$ cat src/rtl/bcd_display_driver.sv
// Purpose: latch the converter's packed BCD result and scan it onto an 8-digit common-anode 7-segment display.
// Latency: outputs are registered one cycle behind digit_idx; a new capture reaches the pins one cycle after it is latched.
// Backpressure: none; the capture window is the rising edge of idle_in, and the scan free-runs.
module bcd_display_driver #(
    parameter int REFRESH_DIV = 100000
) (
    input  logic        clk,
    input  logic        reset,
    input  logic [31:0] bcd_in,
    input  logic        idle_in,
    input  logic        enable,
    input  logic        lzb,
    input  logic [7:0]  dp_in,
    output logic [7:0]  an,
    output logic [6:0]  seg,
    output logic        dp
);

    localparam int CNT_W = (REFRESH_DIV > 1) ? $clog2(REFRESH_DIV) : 1;
    localparam logic [CNT_W-1:0] TICK_LAST = CNT_W'(REFRESH_DIV - 1);

    logic [31:0]      bcd_q;
    logic             idle_d;
    logic [CNT_W-1:0] tick_cnt;
    logic [2:0]       digit_idx;

    logic [3:0]       cur_nib;
    logic [6:0]       pattern;
    logic [7:0]       blank;
    logic [7:0]       an_nxt;
    logic [6:0]       seg_nxt;
    logic             dp_nxt;

    // Latch a fresh result only on the rising edge of the converter's idle flag.
    always_ff @(posedge clk) begin
        if (reset) begin
            idle_d <= 1'b1;
            bcd_q  <= 32'h0;
        end else begin
            idle_d <= idle_in;
            if (idle_in && !idle_d) begin
                bcd_q <= bcd_in;
            end
        end
    end

    // Refresh prescaler: hold each digit REFRESH_DIV cycles, then step to the next one.
    always_ff @(posedge clk) begin
        if (reset) begin
            tick_cnt  <= '0;
            digit_idx <= 3'd0;
        end else if (tick_cnt == TICK_LAST) begin
            tick_cnt  <= '0;
            digit_idx <= digit_idx + 3'd1;
        end else begin
            tick_cnt  <= tick_cnt + CNT_W'(1);
        end
    end

    // Blank mask: a digit is blanked while it and every digit above it are zero with no decimal point.
    always_comb begin
        logic run;
        blank = 8'h00;
        run   = lzb;
        for (int i = 7; i >= 1; i--) begin
            run      = run && (bcd_q[i*4 +: 4] == 4'h0) && !dp_in[i];
            blank[i] = run;
        end
    end

    // Seven-segment decode of the currently selected nibble; non-decimal nibbles show a dash.
    always_comb begin
        cur_nib = bcd_q[digit_idx*4 +: 4];
        case (cur_nib)
            4'd0:    pattern = 7'h3F;
            4'd1:    pattern = 7'h06;
            4'd2:    pattern = 7'h5B;
            4'd3:    pattern = 7'h4F;
            4'd4:    pattern = 7'h66;
            4'd5:    pattern = 7'h6D;
            4'd6:    pattern = 7'h7D;
            4'd7:    pattern = 7'h07;
            4'd8:    pattern = 7'h7F;
            4'd9:    pattern = 7'h6F;
            default: pattern = 7'h40;
        endcase
    end

    // Pin values for the next cycle; disabled or blanked digits drive everything off.
    always_comb begin
        an_nxt  = 8'hFF;
        seg_nxt = 7'h7F;
        dp_nxt  = 1'b1;
        if (enable && !blank[digit_idx]) begin
            an_nxt  = ~(8'h01 << digit_idx);
            seg_nxt = ~pattern;
            dp_nxt  = ~dp_in[digit_idx];
        end
    end

    // Registered display pins.
    always_ff @(posedge clk) begin
        if (reset) begin
            an  <= 8'hFF;
            seg <= 7'h7F;
            dp  <= 1'b1;
        end else begin
            an  <= an_nxt;
            seg <= seg_nxt;
            dp  <= dp_nxt;
        end
    end

endmodule

$ cat config.mk
export PLATFORM = sky130hd
export DESIGN_NAME = bcd_display_driver
export DESIGN_NICKNAME = d
export VERILOG_FILES = /design/src/rtl/bcd_display_driver.sv
export SDC_FILE = /design/constraint.sdc
export NUM_CORES = 1
export LEC_CHECK = 0
export CELL_PAD_IN_SITES_DETAIL_PLACEMENT = 0
export CELL_PAD_IN_SITES_GLOBAL_PLACEMENT = 2
export CORE_MARGIN = 1
export CORE_UTILIZATION = 30
export CTS_CLUSTER_DIAMETER = 40
export DETAILED_ROUTE_END_ITERATION = 16
export GPL_ROUTABILITY_DRIVEN = 0
export GPL_TIMING_DRIVEN = 1
export MAX_ROUTING_LAYER = met4
export PLACE_DENSITY = 0.86
export SLEW_MARGIN = 20
export SYNTH_ARGS = -nofsm -noshare
export SYNTH_HDL_FRONTEND = slang
export SYNTH_SLANG_ARGS = --single-unit
$ cat constraint.sdc
create_clock -name clk -period 3.49 [get_ports clk]
set_input_delay 0.5235 -clock clk [delete_from_list [all_inputs] [get_ports clk]]
set_output_delay 0.5235 -clock clk [all_outputs]
set_load 0.005 [all_outputs]
==> flow_summary.toml <==
[timing]
slew_headroom_pct = 60.95
final.min_clock_period_ns = 2.696
finalMaxSlewViolations = 0
clock_skew_ns = 0.009770
setup_tns_ns = 0
rsz0062_at_grt = "no"
hold_viol = 0
fin_crit_sh_pct = 77.25
max_freq_mhz = 370.9
finalSetupViolCount = 0
worst_slew_pin_slew_ns = 0.5850
fin_ws_ns = 0.7941

[power]
ir_drop_v = 0.0001582
total_power_w = 0.001543
pwr-share-comb_pct = 9.5
p_clk_share_pct = 37.1
p_switching_w = 0.0003495
leakage_nw = 1.438
p_sw_share_pct = 22.65
p_int_w = 0.001193
p_per_area_nw_per_um2 = 391.5
pwr-share-seq_pct = 53.5

[route]
drc_errors = 0
first_pass_iters = 4
num_vias = 2464
wl_met1_mm = 3.320
wire_per_inst_um = 12.81
dr_wl_met3_um = 289
routed_wl_mm = 6.902
drtAntennaViolNets = 0
met2_length_mm = 3.189
first_iter_violations = 91
highest_layer = "met4"
vias_per_cell = 4.571

[finish]
final_area_um2 = 3940
antennaDiodeCount = 0
final_core_util_pct = 40.12
drive_above_1_share_pct = 8.867
nFillCells = 1056
area_growth_pct = 29.32
final_cell_mix = "nand2_1, dfxtp_1, clkdlybuf4s50_1"
fin_nets = 458
final_common_cell = "nand2_1"

[place]
placed_area_um2 = 3769
port_buffers = 60
pre_cts_ws_ns = 0.7831
dp_hpwl_mm = 5.205

[synthesis]
yosys.cell_types.count = 40
ys_dominant_reg_cell = "dfxtp_1"
synth_edf_count = 0
synth_nets = 402
ys_ff_latch = 69
seq_area_frac_synth_pct = 45.34
yosys_warnings = 0
synth_top_family_by_area = "simple AND/OR/NAND/NOR gates"
synth-simple-area-share_pct = 22.38
synth_area_um2 = 3047
synth_fa_ha_area_share_pct = 4.928
synth_xor_area_share_pct = 4.600
async_reset_ff_share_pct = 0
syn_area_per_cell_um2 = 8.831
syn_inst = 345
synth_compound_area_share_pct = 9.446
muxShareOfSynthArea_pct = 9.528

[critical_path]
r2r_start = "digit_idx[0]"
arrival_ns = 2.89
worstPathCellList = "mux4_2, mux2i_1, inv_1, ha_1, or2_2, a21oi_1, o21ai_0"
worstReg2RegEnd = "seg[5]"
cp.required_ns = 3.68
critPathCapture = "seg[5]"
start_kind = "register"
crit_path_end_kind = "register"
cp_max_fo = 11
crit_slowest_cell = "dfxtp_1"
regToRegSetupSlack_ns = 0.79
critical_path_class = "register to register"
reg2reg_depth = 7
worst_path_largest_cell_delay_ns = 0.65
cp-startpoint = "digit_idx[0]"

[die]
pin_count = 61
die-height_um = 102.8
rows = 36
die_w_um = 102.8
dieArea_um2 = 10560
start_util_pct = 31.03
design.core.area_um2 = 9819

[global_routing]
grt_pass1_vias = 2353
grt_pass1_wl_mm = 11.55
grt_max_degree = 38
antenna_found_initial = 0
grt.total_usage_pct = 15.10
grt-ovfl-total = 0

[cts]
ctsResizeCount = 0
clock_latency_ns = 0.34
cts_tree = "built"
clockBufferDepth = 2
cts_made_buffers = 9
h-tree-depth = 3
clock_sinks = 69
cts_hold_buffers = 0
cts_setup_buffers = 0
cts_root_buf = "clkbuf_8"
clkTransAtPathRegs_ns = 0.07

[job]
cap_viol_max_count = 0

[outcome]
outcome = "finished clean"

[min_path]
hold_class = "register to register"
worst max-delay path: cells and delay by family (launching register included):
kind / cells / cell delay, ns
adder cells (fa/ha/maj): 1 / 0.22
buffers and inverters: 1 / 0.16
AO/OA/AOI/OAI: 2 / 0.22
flip-flops: 1 / 0.65
AND/OR/NAND/NOR: 1 / 0.29
multiplexers: 2 / 0.99
per-layer routing:
layer,up-vias,global-route usage (%)
met2,49,23.13
li1,1277,-
met4,0,6.501
met3,9,3.661
met5,-,-
met1,1129,18.95
cell type report:
cell class	count	area [µm²]	share of cell area (%)
Multi-Input combinational cell	248	1553	39.41
Sequential cell	69	1381	35.06
Timing Repair Buffer	65	638.1	16.20
Clock buffer	15	166.4	4.224
Tap cell	133	166.4	4.224
Inverter	8	30.03	0.7621
Clock inverter	1	5.005	0.1270
flip-flops by register name, indices dropped and copies added, names as in the netlist:
| signal | flops |
|---|---|
| tick_cnt | 17 |
| an | 8 |
| idle_d | 1 |
| dp | 1 |
| seg | 7 |
| bcd_q | 32 |
| digit_idx | 3 |
per-stage QoR:
stage / cells / hold slack, ns
after CTS: 539 / 0.4694
final: 539 / 0.4684
after global routing: 539 / 0.4894
after global placement: 523 / 0.4529
after detailed placement: 523 / 0.4594
after floorplan: 345 / 0.4334
cell families after synthesis:
group	count (synthesis)
AND/OR/NAND/NOR	153
flip-flops	69
AO/OA/AOI/OAI	51
buffers and inverters	28
XOR/XNOR	16
multiplexers	16
adder cells (fa/ha/maj)	12
synth_stat cells, types with 3 or more instances:
cell      instances  area [µm²]
nand2_1          82       307.8
dfxtp_1          69        1381
a21oi_1          36       180.2
nor2_1           31       116.4
nand3_1          13       65.06
clkbuf_1         12       45.04
ha_1             12       150.1
mux4_2           10       225.2
o21ai_0           8       40.04
xnor2_1           8       70.07
xor2_1            8       70.07
inv_1             7       26.28
buf_2             5       25.02
mux2i_1           4       40.04
or4_1             4       30.03
and3_1            3       18.77
and4_1            3       26.28
nand4_1           3       18.77
or2_2             3       18.77
worst min-delay path by stage:
stage / from / to / depth (start not counted)
2_1_floorplan: bcd_q[0] / bcd_q[0] / 2
3_3_place_gp: bcd_q[27] / bcd_q[27] / 2
3_5_place_dp: bcd_q[17] / bcd_q[17] / 2
4_1_cts: bcd_q[17] / bcd_q[17] / 2
5_1_grt: bcd_q[27] / bcd_q[27] / 2
6_report: bcd_q[27] / bcd_q[27] / 2
power by group through the flow:
stage / sequential [W] / combinational (W) / clock (W)
floorplan: 0.000838 / 0.0000683 / 0
global placement: 0.000842 / 0.000146 / 0
detailed placement: 0.000843 / 0.000147 / 0
CTS: 0.000825 / 0.000148 / 0.000590
global route: 0.000827 / 0.000163 / 0.000623
finish: 0.000825 / 0.000146 / 0.000572
(Power assumes the default switching activity.)
